$ cat config.mk
export PLATFORM = sky130hd
export DESIGN_NAME = instruction_fetch
export DESIGN_NICKNAME = d
export VERILOG_FILES = /design/src/rtl/instruction_fetch.sv
export SDC_FILE = /design/constraint.sdc
export NUM_CORES = 1
export LEC_CHECK = 0
export ABC_AREA = 1
export ABC_CLOCK_PERIOD_IN_PS = 7200
export CORE_ASPECT_RATIO = 0.7
export CORE_UTILIZATION = 55
export CTS_CLUSTER_SIZE = 12
export DETAILED_ROUTE_END_ITERATION = 10
export DONT_BUFFER_PORTS = 1
export HOLD_SLACK_MARGIN = 0.02
export PLACE_DENSITY = 0.8
export SLEW_MARGIN = 0
export SYNTH_ARGS = -nofsm -noshare
export SYNTH_HDL_FRONTEND = slang
export SYNTH_SLANG_ARGS = --single-unit
$ cat constraint.sdc
create_clock -name clk -period 7.2 [get_ports clk]
set_clock_uncertainty 0.05 [all_clocks]
set_input_delay 1.44 -clock clk [delete_from_list [all_inputs] [get_ports clk]]
set_output_delay 1.44 -clock clk [all_outputs]
set_load 0.01 [all_outputs]
$ cat src/rtl/instruction_fetch.sv
// Instruction fetch stage: single-outstanding fetch FSM feeding a 2-entry
// (output register + skid) instruction buffer, with branch/exception redirect.
module instruction_fetch #(
    parameter logic [31:0] RESET_PC = 32'hBFC0_0000
) (
    input  logic        clk,
    input  logic        rst,
    input  logic        stall,
    input  logic        branch_taken,
    input  logic [31:0] branch_address,
    input  logic        exception_taken,
    input  logic [31:0] exception_address,
    output logic        inst_req,
    output logic [31:0] inst_addr,
    input  logic        inst_ack,
    input  logic        inst_rvalid,
    input  logic [31:0] inst_rdata,
    output logic        if_valid,
    output logic [31:0] if_pc,
    output logic [31:0] if_instruction
);

    typedef enum logic [1:0] {IDLE, REQ, WAIT} state_t;

    state_t      state_q, state_d;
    logic [31:0] fetch_pc_q, fetch_pc_d;
    logic [31:0] req_pc_q, req_pc_d;
    logic        discard_q, discard_d;
    logic        out_valid_q, out_valid_d;
    logic [31:0] out_pc_q, out_pc_d;
    logic [31:0] out_inst_q, out_inst_d;
    logic        skid_valid_q, skid_valid_d;
    logic [31:0] skid_pc_q, skid_pc_d;
    logic [31:0] skid_inst_q, skid_inst_d;

    logic        redirect;
    logic [31:0] target;
    logic        push;
    logic        consume;
    logic [1:0]  occ_q, occ_d;

    always_comb begin
        redirect = exception_taken | branch_taken;
        target   = exception_taken ? exception_address : branch_address;
        // Returns only count in WAIT; anything arriving in IDLE/REQ is stale.
        push     = (state_q == WAIT) && inst_rvalid && !discard_q && !redirect;
        consume  = out_valid_q && !stall;

        out_valid_d  = out_valid_q;
        out_pc_d     = out_pc_q;
        out_inst_d   = out_inst_q;
        skid_valid_d = skid_valid_q;
        skid_pc_d    = skid_pc_q;
        skid_inst_d  = skid_inst_q;

        if (redirect) begin
            out_valid_d  = 1'b0;
            skid_valid_d = 1'b0;
        end else if (!out_valid_q || consume) begin
            if (skid_valid_q) begin
                out_valid_d  = 1'b1;
                out_pc_d     = skid_pc_q;
                out_inst_d   = skid_inst_q;
                skid_valid_d = push;
                if (push) begin
                    skid_pc_d   = req_pc_q;
                    skid_inst_d = inst_rdata;
                end
            end else begin
                out_valid_d = push;
                if (push) begin
                    out_pc_d   = req_pc_q;
                    out_inst_d = inst_rdata;
                end
            end
        end else if (push) begin
            skid_valid_d = 1'b1;
            skid_pc_d    = req_pc_q;
            skid_inst_d  = inst_rdata;
        end

        occ_q = {1'b0, out_valid_q} + {1'b0, skid_valid_q};
        occ_d = {1'b0, out_valid_d} + {1'b0, skid_valid_d};
    end

    always_comb begin
        state_d    = state_q;
        fetch_pc_d = fetch_pc_q;
        req_pc_d   = req_pc_q;
        discard_d  = discard_q;

        case (state_q)
            IDLE: begin
                if (redirect) begin
                    fetch_pc_d = target;
                    state_d    = REQ;
                end else if (occ_q < 2'd2) begin
                    state_d = REQ;
                end
            end
            REQ: begin
                if (redirect) begin
                    fetch_pc_d = target;
                    // An accepted request cannot be recalled; drop its data instead.
                    if (inst_ack) begin
                        discard_d = 1'b1;
                        state_d   = WAIT;
                    end
                end else if (inst_ack) begin
                    req_pc_d   = fetch_pc_q;
                    fetch_pc_d = fetch_pc_q + 32'd4;
                    state_d    = WAIT;
                end
            end
            WAIT: begin
                if (inst_rvalid) begin
                    discard_d = 1'b0;
                    if (redirect) begin
                        fetch_pc_d = target;
                        state_d    = REQ;
                    end else begin
                        state_d = (occ_d < 2'd2) ? REQ : IDLE;
                    end
                end else if (redirect) begin
                    discard_d  = 1'b1;
                    fetch_pc_d = target;
                end
            end
            default: state_d = IDLE;
        endcase
    end

    always_ff @(posedge clk or posedge rst) begin
        if (rst) begin
            state_q      <= IDLE;
            fetch_pc_q   <= RESET_PC;
            req_pc_q     <= '0;
            discard_q    <= 1'b0;
            out_valid_q  <= 1'b0;
            out_pc_q     <= '0;
            out_inst_q   <= '0;
            skid_valid_q <= 1'b0;
            skid_pc_q    <= '0;
            skid_inst_q  <= '0;
        end else begin
            state_q      <= state_d;
            fetch_pc_q   <= fetch_pc_d;
            req_pc_q     <= req_pc_d;
            discard_q    <= discard_d;
            out_valid_q  <= out_valid_d;
            out_pc_q     <= out_pc_d;
            out_inst_q   <= out_inst_d;
            skid_valid_q <= skid_valid_d;
            skid_pc_q    <= skid_pc_d;
            skid_inst_q  <= skid_inst_d;
        end
    end

    assign inst_req       = (state_q == REQ);
    assign inst_addr      = fetch_pc_q;
    assign if_valid       = out_valid_q;
    assign if_pc          = out_pc_q;
    assign if_instruction = out_inst_q;

endmodule
* Word level (Yosys, flattened, before mapping)
Index checks and enable logic that the tools add are counted.
Word-level totals: input bits 103, register bits 197, output and inout port bits 98
Operators by class: order comparisons 2, reduce and logical (&&, ||, !) cells 20, multiplexer cells 34, bitwise operators 2, add/sub/neg operators 3, equal/unequal tests 10
Operators by type and width (number):
- $mux 32 | 14
- $pmux 32 s2 | 1
- $add 32x3->32 const B | 1
- $mux 1 | 13
- $reduce_and 3->1 | 4
- $mux 2 | 4
- $ne 2x1->1 const B | 3
- $ne 3x3->1 const B | 2
- $pmux 2 s3 | 1
- $reduce_bool 2->1 | 3
- $add 1x1->2 | 2
- $logic_and 1x1->1 | 4
- $logic_not 1->1 | 4
- $lt 2x2->1 const B | 2
- $ne 2x2->1 const B | 2
- $reduce_and 4->1 | 1
- $ne 3x1->1 const B | 1
- $eq 2x1->1 const B | 1
- $eq 2x2->1 const B | 1
- $logic_not 2->1 | 1
- $pmux 1 s2 | 1
- $reduce_and 2->1 | 1
- $reduce_or 2->1 | 1
- $logic_or 1x1->1 | 1
- 2 further kinds | 2

* Logic depth before layout (Yosys ltp)
Gate-level depths: netlist of run 1.
word-level depth 13, depth in mapped cells 11

* Worst setup path before layout of run 1
OpenSTA, ideal clock, no wires.
kind input-to-reg, start in exception_taken, end reg fetch_pc_q[8], in the netlist inst_addr[8], data arrival time 2.414 ns, setup time 0.120 ns, setup slack 4.616 ns, buffers on the path 2, cell stages on the path 10, cell sequence buf_4 -> nor2_8 -> inv_2 -> nand2_2 -> nand2_4 -> inv_2 -> buf_6 -> nor2_1 -> o21ai_0 -> inv_1
On the way: longest elaborated chain between the ends 3, elaborated cells between the ends (all ways) 8, those cells by class eq/ne: 2; mux: 4; bitwise: 1; reduce/logical: 1
Ends and longest elaborated chain:
- start, declared | line 11 | input logic exception_taken,
- $or 1x1->1 or $mux 32 (tied branches) | line 43, 44
- $ne 3x1->1 (no line) (tied with other cells)
- $reduce_and 3->1 (no line) or $pmux 32 s2 (tied branches)
- end signal, assigned | line 147 | fetch_pc_q <= fetch_pc_d;
- end, declared | line 26 | logic [31:0] fetch_pc_q, fetch_pc_d;
Parallel ways exist; a longest one is shown, timed or not. The select of a mux whose other input is x is not followed. A chain may end at the register's enable or synchronous reset.

* Worst setup path in the final report of run 1
start in exception_taken, end reg fetch_pc_q[11], in the netlist inst_addr[11]
The elaborated chain is that of the path after synthesis.

==> flow_metrics.env, run 1 <==
export IMPL_status="complete, no violations"
export IMPL_synth_area_top_cells="dfrtp_1, nand2_1, o21ai_0"
export IMPL_synth_flop_cell="dfrtp_1"
export IMPL_grt_pass1_vias=6856
export IMPL_vias_per_cell=5.41
export IMPL_whs_path_depth=2
export IMPL_fin_setup_tns_ns=0
export IMPL_die_y_um=113
export IMPL_clock_root_buffer="clkbuf_16"
export IMPL_avgSynthCellArea_um2=7.90
export IMPL_synth_most_common_cell="nand2_1"
export IMPL_critPathMaxStageDelay_ns=0.63
export IMPL_cts_resized_gates=0
export IMPL_min_period_over_period_pct=41.6
export IMPL_firstDrtPassIters=5
export IMPL_crit_arrival_ns=3.24
export IMPL_synth_seq_area_share_pct=50.9
export IMPL_nets=1292
export IMPL_cts_tree="done"
export IMPL_cp_data_required_time_ns=7.44
export IMPL_drive_above_1_share_pct=8.84
export IMPL_clockBufferDepth=2
export IMPL_cpMaxStageDelayCell="inv_2"
export IMPL_crit_cells=8
export IMPL_holdBufCountCts=0
export IMPL_synth_area_um2=9700
export IMPL_area_growth_pct=5.56
export IMPL_grt_max_degree=132
export IMPL_yosys_warnings=0
export IMPL_hold_viol=0
export IMPL_die_area_um2=18200
export IMPL_syn_inst=1228
export IMPL_wirelength_um=22100
export IMPL_path_cells="nor2_8, nand2_2, inv_2, nand3b_1, nor2_1, nand2_1, nand2_1, a21oi_1"
export IMPL_critPathKind="primary input to register"
export IMPL_ios=201
export IMPL_drc=0
export IMPL_core_area_um2=17200
export IMPL_critPathLaunchType="primary input"
export IMPL_antenna_cells=0
export IMPL_dieWidth_um=161
export IMPL_vdd_ir_drop_worst_mv=0.236
export IMPL_dp_hpwl_um=15100
export IMPL_grt_usage_pct=24.9
export IMPL_syn_nets=1332
export IMPL_start_util_pct=56.3
export IMPL_clk_latency_ns=0.42
export IMPL_grt_pass1_wl_um=35700
export IMPL_ys_seq_elements=197
export IMPL_netlist_area_leader_share_pct=48.5
export IMPL_drv_slew=0
export IMPL_crit_fanout=36
export IMPL_critical_path_buf_inv_count=1
export IMPL_power_density_nw_per_um2=347
export IMPL_overflow=0
export IMPL_min_path_type="register to register"
export IMPL_setup_viol=0
export IMPL_synthArstFlopShare_pct=100
export IMPL_critPathMostFrequentCell="nand2_1"
export IMPL_synth_area_leader_cell="dfrtp_1"
export IMPL_cts_made_buffers=17
export IMPL_whs_ns=0.429
export IMPL_gp_congestion=0.926
export IMPL_antenna_found_initial=0
export IMPL_fmax_mhz=334
export IMPL_rsz0062_at_grt="false"
export IMPL_port_buffers=0
export IMPL_p_total_mw=3.56
export IMPL_synth_edff_count=0
export IMPL_r2r_cells=10
export IMPL_route_vias_total=7732
export IMPL_cts_setup_buffers=0
export IMPL_routedWlPerCell_um=15.5
export IMPL_pre_cts_ws_ns=3.76
export IMPL_relSlewSlack_pct=24.8
export IMPL_rows=40
export IMPL_synth_cell_types=34
export IMPL_path_clk_slew_ns=0.07
export IMPL_fin_ws_ns=4.21
export IMPL_period_needed_ns=2.99
export IMPL_drt_iter0_drc=950
export IMPL_synth_common_cells="nand2_1, dfrtp_1, o21ai_0, nor2_1, inv_1"
export IMPL_critPathTopFamily="simple AND/OR/NAND/NOR gates"
export IMPL_leakagePower_nw=5.06
export IMPL_cts_sinks=197
export IMPL_htreeDepth=4
export IMPL_max_cap_violations=0
export IMPL_end_kind="register"
export IMPL_antenna_left=0
export IMPL_max_slew_worst_pin_slew_ns=1.13
[registers in the layout, indices dropped and copies added (netlist names)]
signal          cells
if_valid            1
skid_inst_q        32
inst_addr          32
skid_valid_q        1
skid_pc_q          32
state_q             2
if_instruction     32
req_pc_q           32
discard_q           1
if_pc              32
[worst paths after layout]
kind	slack (ns)	start	end
max	4.21	exception_taken	inst_addr[11]
min	0.43	skid_pc_q[8]	skid_pc_q[8]
max reg2reg	4.56	state_q[0]	if_instruction[30]
min reg2reg	0.43	skid_pc_q[8]	skid_pc_q[8]
max in group asynchronous	4.69	rst	skid_pc_q[19]
min in group asynchronous	1.01	rst	skid_inst_q[22]
[layout make-up]
class / count / area (um^2)
Tap cell: 231 / 289
Multi-Input combinational cell: 848 / 3930
Inverter: 118 / 452
Timing Repair Buffer: 6 / 45.0
Clock inverter: 10 / 121
Fill cell: 1576 / 6980
Sequential cell: 197 / 4940
Clock buffer: 20 / 457
[cell families (layout without fill, tap and decap cells)]
logic type / after synthesis / count (layout) / synth area share [%]
compound gates: 290 / 290 / 16.7
fa+ha+maj: 1 / 1 / 0.129
buf+inv: 183 / 154 / 8.63
flops: 197 / 197 / 50.9
mux: 7 / 7 / 0.723
simple gates: 550 / 550 / 22.9
[power by group]
| part | internal, mW | switching [mW] | leakage (nW) |
|---|---|---|---|
| combinational | 0.273 | 0.550 | 2.21 |
| clock | 0.530 | 0.413 | 0.283 |
| sequential | 1.40 | 0.387 | 2.57 |
| total | 2.21 | 1.35 | 5.06 |
[routing by layer]
layer | track usage, % | routed length, um
met1 | 35.6 | 10100
met2 | 36.7 | 9800
met3 | 7.81 | 1940
met4 | 6.79 | 299
met5 | 0 | 0
[placed cells by master, fill, tap and decap left out, drive strengths merged, types with 3 or more instances in the layout]
| cell | instances |
|---|---|
| dfstp | 9 |
| nand4 | 5 |
| clkinv | 5 |
| nand3b | 3 |
| inv | 120 |
| buf | 6 |
| o21ai | 187 |
| o211ai | 3 |
| clkbuf | 20 |
| nor2 | 143 |
| o31ai | 3 |
| dfrtp | 188 |
| a21oi | 89 |
| nand3 | 40 |
| mux2i | 7 |
| nand2 | 355 |
[worst register-to-register path: stages, from the launching register on]
cell	delay, ns
dfrtp_1	0.42
inv_2	0.10
nand2_2	0.07
inv_2	0.07
nand2_2	0.07
nor2_4	0.12
nor2_1	0.08
nor2_4	0.54
buf_4	0.71
nor2_1	0.18
a21oi_2	0.14
[stage by stage]
stage	cells	utilization [%]	cell area (um^2)
finish	1430	59.5	10200
global route	1430	59.5	10200
CTS	1430	59.5	10200
detailed placement	1400	56.1	9660
global placement	1400	56.1	9660
floorplan	1228	-	9700
Note: power is estimated with default switching activity, not from simulation.
==> run 2: changes to the inputs <==
ABC_CLOCK_PERIOD_IN_PS = 2950   (was 7200)
PLACE_DENSITY = 0.77   (was 0.8)
clock period = 2.95 ns   (was 7.2 ns; I/O delays follow)
==> run 2 against run 1 <==
Clock-buffer cell count fell by 2. Via count fell by 0.61%. Design area rose by 1.3%. Sequential power rose by 140%. Worst hold slack got worse by 0.33 ns. Critical path type is now register to register.
==> flow_metrics.env, run 2 (same netlist as run 1, synthesis figures left out) <==
export IMPL_path_cells="inv_2, nor2_2, nand2_2, nand2_4, inv_2, a21oi_1, o21ai_0, nand2_1, nand2_1, inv_1"
export IMPL_route_vias_total=7685
export IMPL_fmax_mhz=467
export IMPL_setup_viol=0
export IMPL_relSlewSlack_pct=48.7
export IMPL_ios=201
export IMPL_clock_root_buffer="clkbuf_16"
export IMPL_core_area_um2=17200
export IMPL_end_kind="register"
export IMPL_min_period_over_period_pct=72.5
export IMPL_cp_data_required_time_ns=3.27
export IMPL_hold_viol=0
export IMPL_multiInputGateArea_um2=3930
export IMPL_cpMaxStageDelayCell="dfrtp_1"
export IMPL_drv_slew=0
export IMPL_grt_max_degree=66
export IMPL_status="complete, no violations"
export IMPL_p_total_mw=8.67
export IMPL_vdd_ir_drop_worst_mv=0.438
export IMPL_rows=40
export IMPL_drc=0
export IMPL_layout_common_cells="nand2_1, dfrtp_1, o21ai_0"
export IMPL_critPathMaxStageDelay_ns=0.42
export IMPL_crit_fanout=45
export IMPL_start_util_pct=56.3
export IMPL_grt_pass1_vias=6861
export IMPL_drt_iter0_drc=847
export IMPL_cts_sinks=197
export IMPL_path_clk_slew_ns=0.08
export IMPL_critPathLaunchType="register"
export IMPL_routedWlPerCell_um=15.6
export IMPL_grt_pass1_wl_um=36300
export IMPL_clockBufferDepth=2
export IMPL_die_area_um2=18200
export IMPL_critPathKind="register to register"
export IMPL_antenna_left=0
export IMPL_htreeDepth=4
export IMPL_regArea_um2=4940
export IMPL_cts_made_buffers=17
export IMPL_cts_setup_buffers=0
export IMPL_nets=1303
export IMPL_final_common_cell="nand2_1"
export IMPL_crit_arrival_ns=2.46
export IMPL_die_y_um=113
export IMPL_fillCellCount=1560
export IMPL_max_cap_violations=0
export IMPL_port_buffers=0
export IMPL_overflow=0
export IMPL_wirelength_um=22500
export IMPL_dieWidth_um=161
export IMPL_holdBufCountCts=0
export IMPL_fin_setup_tns_ns=0
export IMPL_min_path_type="primary input to async pin"
export IMPL_firstDrtPassIters=7
export IMPL_vias_per_cell=5.33
export IMPL_cts_tree="done"
export IMPL_power_density_nw_per_um2=836
export IMPL_drive_above_1_share_pct=9.90
export IMPL_grt_usage_pct=25.5
export IMPL_whs_ns=0.102
export IMPL_antenna_found_initial=0
export IMPL_clk_latency_ns=0.43
export IMPL_dp_hpwl_um=15900
export IMPL_leakagePower_nw=5.11
export IMPL_area_growth_pct=6.97
export IMPL_fin_ws_ns=0.810
export IMPL_gp_congestion=0.957
export IMPL_rsz0062_at_grt="false"
export IMPL_pre_cts_ws_ns=0.828
export IMPL_period_needed_ns=2.14
export IMPL_max_slew_worst_pin_slew_ns=0.768
export IMPL_antenna_cells=0
export IMPL_cts_resized_gates=0
## run 2: cell count changes in the layout (fill, tap and decap cells not counted), sizes merged
cell,previous run,this run
clkbuf,20,18
clkinvlp,1,4
bufinv,2,0
inv,120,123
buf,6,17
## run 2: worst max-delay path: cells and delay by family (launching register included)
kind,cells,cell delay (ns)
buffers and inverters,3,0.36
and+or+nand+nor,5,0.92
AOI/OAI and AO/OA,2,0.31
DFF,1,0.42
## run 2: path summary, 6_finish.rpt
| kind | start | to | depth (start not counted) | slack (ns) |
|---|---|---|---|---|
| max reg2reg | state_q[0] | inst_addr[12] | 10 | 0.81 |
| min in group clk | inst_rdata[20] | skid_inst_q[20] | 2 | 0.25 |
| max in group asynchronous | rst | inst_addr[23] | 2 | 1.94 |
| max | state_q[0] | inst_addr[12] | 10 | 0.81 |
| min reg2reg | skid_pc_q[18] | skid_pc_q[18] | 2 | 0.43 |
| min | rst | if_pc[27] | 1 | 0.10 |
## run 2: where the power goes
group,total [mW],switching [mW],internal (mW)
clock network,2.26,1.12,1.14
logic,2.04,1.36,0.682
registers,4.37,0.952,3.42
total,8.67,3.43,5.24
## run 2: layout make-up
cell class / instances / share of cell area, %
Timing Repair Buffer: 17 / 1.83
Sequential cell: 197 / 47.6
Clock buffer: 18 / 4.23
Multi-Input combinational cell: 848 / 37.9
Clock inverter: 14 / 1.29
Inverter: 118 / 4.32
Tap cell: 231 / 2.79
## run 2: routing by layer
| metal | global-route usage, % | part of all wire (%) | vias up |
|---|---|---|---|
| li1 | - | - | 3854 |
| met1 | 38.3 | 47 | 3538 |
| met2 | 36.3 | 44 | 271 |
| met3 | 6.85 | 8.4 | 22 |
| met4 | 7.30 | 0.97 | 0 |
| met5 | 0 | 0 | - |
## run 2: metrics by stage
step,cells,cell area [um^2],utilization (%)
2_1_floorplan,1228,9700,-
3_3_place_gp,1411,9800,56.9
3_5_place_dp,1411,9800,56.9
4_1_cts,1443,10400,60.3
5_1_grt,1443,10400,60.3
6_report,1443,10400,60.3
==> run 3: changes to the inputs <==
ABC_CLOCK_PERIOD_IN_PS = 2100   (was 2950)
clock period = 2.1 ns   (was 2.95 ns; I/O delays follow)
==> run 3 against run 2 <==
First-iteration DRC count shrank 2.7%. Non-clock buffer count grew 8. Sequential power grew 38%. Via count grew 2.7%. Setup slack lost 0.65 ns. Highest routed layer unchanged.
==> flow_metrics.env, run 3 (same netlist as run 1, synthesis figures left out) <==
export IMPL_cp_data_required_time_ns=2.36
export IMPL_port_buffers=0
export IMPL_layout_common_cells="nand2_1, dfrtp_1, o21ai_0"
export IMPL_cts_setup_buffers=0
export IMPL_reg2reg_slack_ns=0.16
export IMPL_status="complete, no violations"
export IMPL_worstHoldEndpoint="skid_inst_q[20]"
export IMPL_vdd_ir_drop_worst_mv=0.610
export IMPL_clk_latency_ns=0.43
export IMPL_period_needed_ns=1.94
export IMPL_grt_max_degree=130
export IMPL_htreeDepth=4
export IMPL_critPathLaunchType="register"
export IMPL_grt_pass1_wl_um=37300
export IMPL_vias_per_cell=5.44
export IMPL_die_y_um=113
export IMPL_drc=0
export IMPL_clock_root_buffer="clkbuf_16"
export IMPL_holdBufCountCts=1
export IMPL_relSlewSlack_pct=56.0
export IMPL_multiInputGateArea_um2=3930
export IMPL_final_common_cell="nand2_1"
export IMPL_overflow=0
export IMPL_route_vias_total=7890
export IMPL_area_growth_pct=8.12
export IMPL_cts_tree="done"
export IMPL_max_cap_violations=0
export IMPL_antenna_found_initial=0
export IMPL_regArea_um2=4940
export IMPL_regToRegEndpoint="inst_addr[16]"
export IMPL_drt_iter0_drc=824
export IMPL_drive_above_1_share_pct=10.4
export IMPL_whs_path_depth=2
export IMPL_drv_slew=0
export IMPL_power_density_nw_per_um2=1180
export IMPL_firstDrtPassIters=7
export IMPL_gp_congestion=0.960
export IMPL_antenna_cells=0
export IMPL_clockBufferDepth=2
export IMPL_reg2reg_from="inst_addr[13]"
export IMPL_core_area_um2=17200
export IMPL_min_path_type="primary input to register"
export IMPL_cts_made_buffers=17
export IMPL_critPathKind="register to register"
export IMPL_setup_viol=0
export IMPL_end_kind="register"
export IMPL_r2r_cells=7
export IMPL_rows=40
export IMPL_rsz0062_at_grt="false"
export IMPL_cts_sinks=197
export IMPL_min_period_over_period_pct=92.5
export IMPL_fillCellCount=1579
export IMPL_hold_viol=0
export IMPL_dp_hpwl_um=16000
export IMPL_ios=201
export IMPL_antenna_left=0
export IMPL_routedWlPerCell_um=15.7
export IMPL_fmax_mhz=515
export IMPL_cts_resized_gates=0
export IMPL_die_area_um2=18200
export IMPL_leakagePower_nw=5.17
export IMPL_utilization_pct=60.9
export IMPL_nets=1311
export IMPL_crit_arrival_ns=2.21
export IMPL_dieWidth_um=161
export IMPL_max_slew_worst_pin_slew_ns=0.660
export IMPL_path_clk_slew_ns=0.08
export IMPL_fin_setup_tns_ns=0
export IMPL_grt_usage_pct=26.0
export IMPL_crit_fanout=8
export IMPL_wirelength_um=22800
export IMPL_grt_pass1_vias=7255
export IMPL_start_util_pct=56.3
export IMPL_hold_start="inst_rdata[20]"
-- run 3: changes by cell type in the layout (fill, tap and decap cells not counted), sizes merged --
cell / previous run / this run
clkinv: 5 / 6
inv: 123 / 124
clkinvlp: 4 / 3
clkbuf: 18 / 17
dlygate4sd3: 0 / 1
buf: 17 / 24
-- run 3: how the worst max path moves through the flow --
stage / cells after the start / end / startpoint / slack (ns)
after floorplan: 1 / discard_q / rst / -0.91
after global placement: 7 / inst_addr[16] / inst_addr[13] / 0.23
after detailed placement: 7 / inst_addr[16] / inst_addr[13] / 0.24
after CTS: 7 / inst_addr[16] / inst_addr[13] / 0.22
after global routing: 9 / inst_addr[18] / inst_addr[11] / 0.006
final: 7 / inst_addr[16] / inst_addr[13] / 0.16
-- run 3: final cells by class --
class | instances | area share (%)
Timing Repair Buffer | 25 | 2.77
Sequential cell | 197 | 47.1
Clock inverter | 15 | 1.52
Tap cell | 231 | 2.76
Inverter | 118 | 4.27
Clock buffer | 17 | 4.06
Multi-Input combinational cell | 848 | 37.5
-- run 3: worst max-delay path: stages, from the launching register on --
cell and delay (ns):
dfrtp_1 0.53, nand2_1 0.17, nor2_2 0.26, inv_1 0.10, nor2_2 0.31, nand3_1 0.15, o21ai_0 0.18, a21oi_1 0.08
-- run 3: routing by layer --
layer	part of all wire [%]	track usage (%)	up-vias	wire length, um
met5	0	0	-	0
met2	45	38.8	289	10200
met4	1.2	8.18	0	282
li1	-	-	3872	-
met1	46	37.2	3709	10400
met3	8.7	7.07	20	1980
-- run 3: power breakdown --
| group | internal, mW | total, mW | leakage (nW) | switching [mW] |
|---|---|---|---|---|
| clock network | 1.59 | 3.22 | 0.280 | 1.63 |
| registers | 4.81 | 6.02 | 2.57 | 1.22 |
| logic | 1.06 | 3.09 | 2.32 | 2.03 |
-- run 3: through the flow --
step	worst slack (ns)	total power, mW	cell area (um^2)	instances	hold WS [ns]
finish	0.158	12.3	10500	1451	0.0805
global route	0.00636	13.2	10500	1451	0.0823
CTS	0.218	12.4	10500	1451	0.0660
detailed placement	0.241	9.16	9890	1418	0.236
global placement	0.233	9.03	9890	1418	0.231
floorplan	-0.909	8.09	9700	1228	0.398
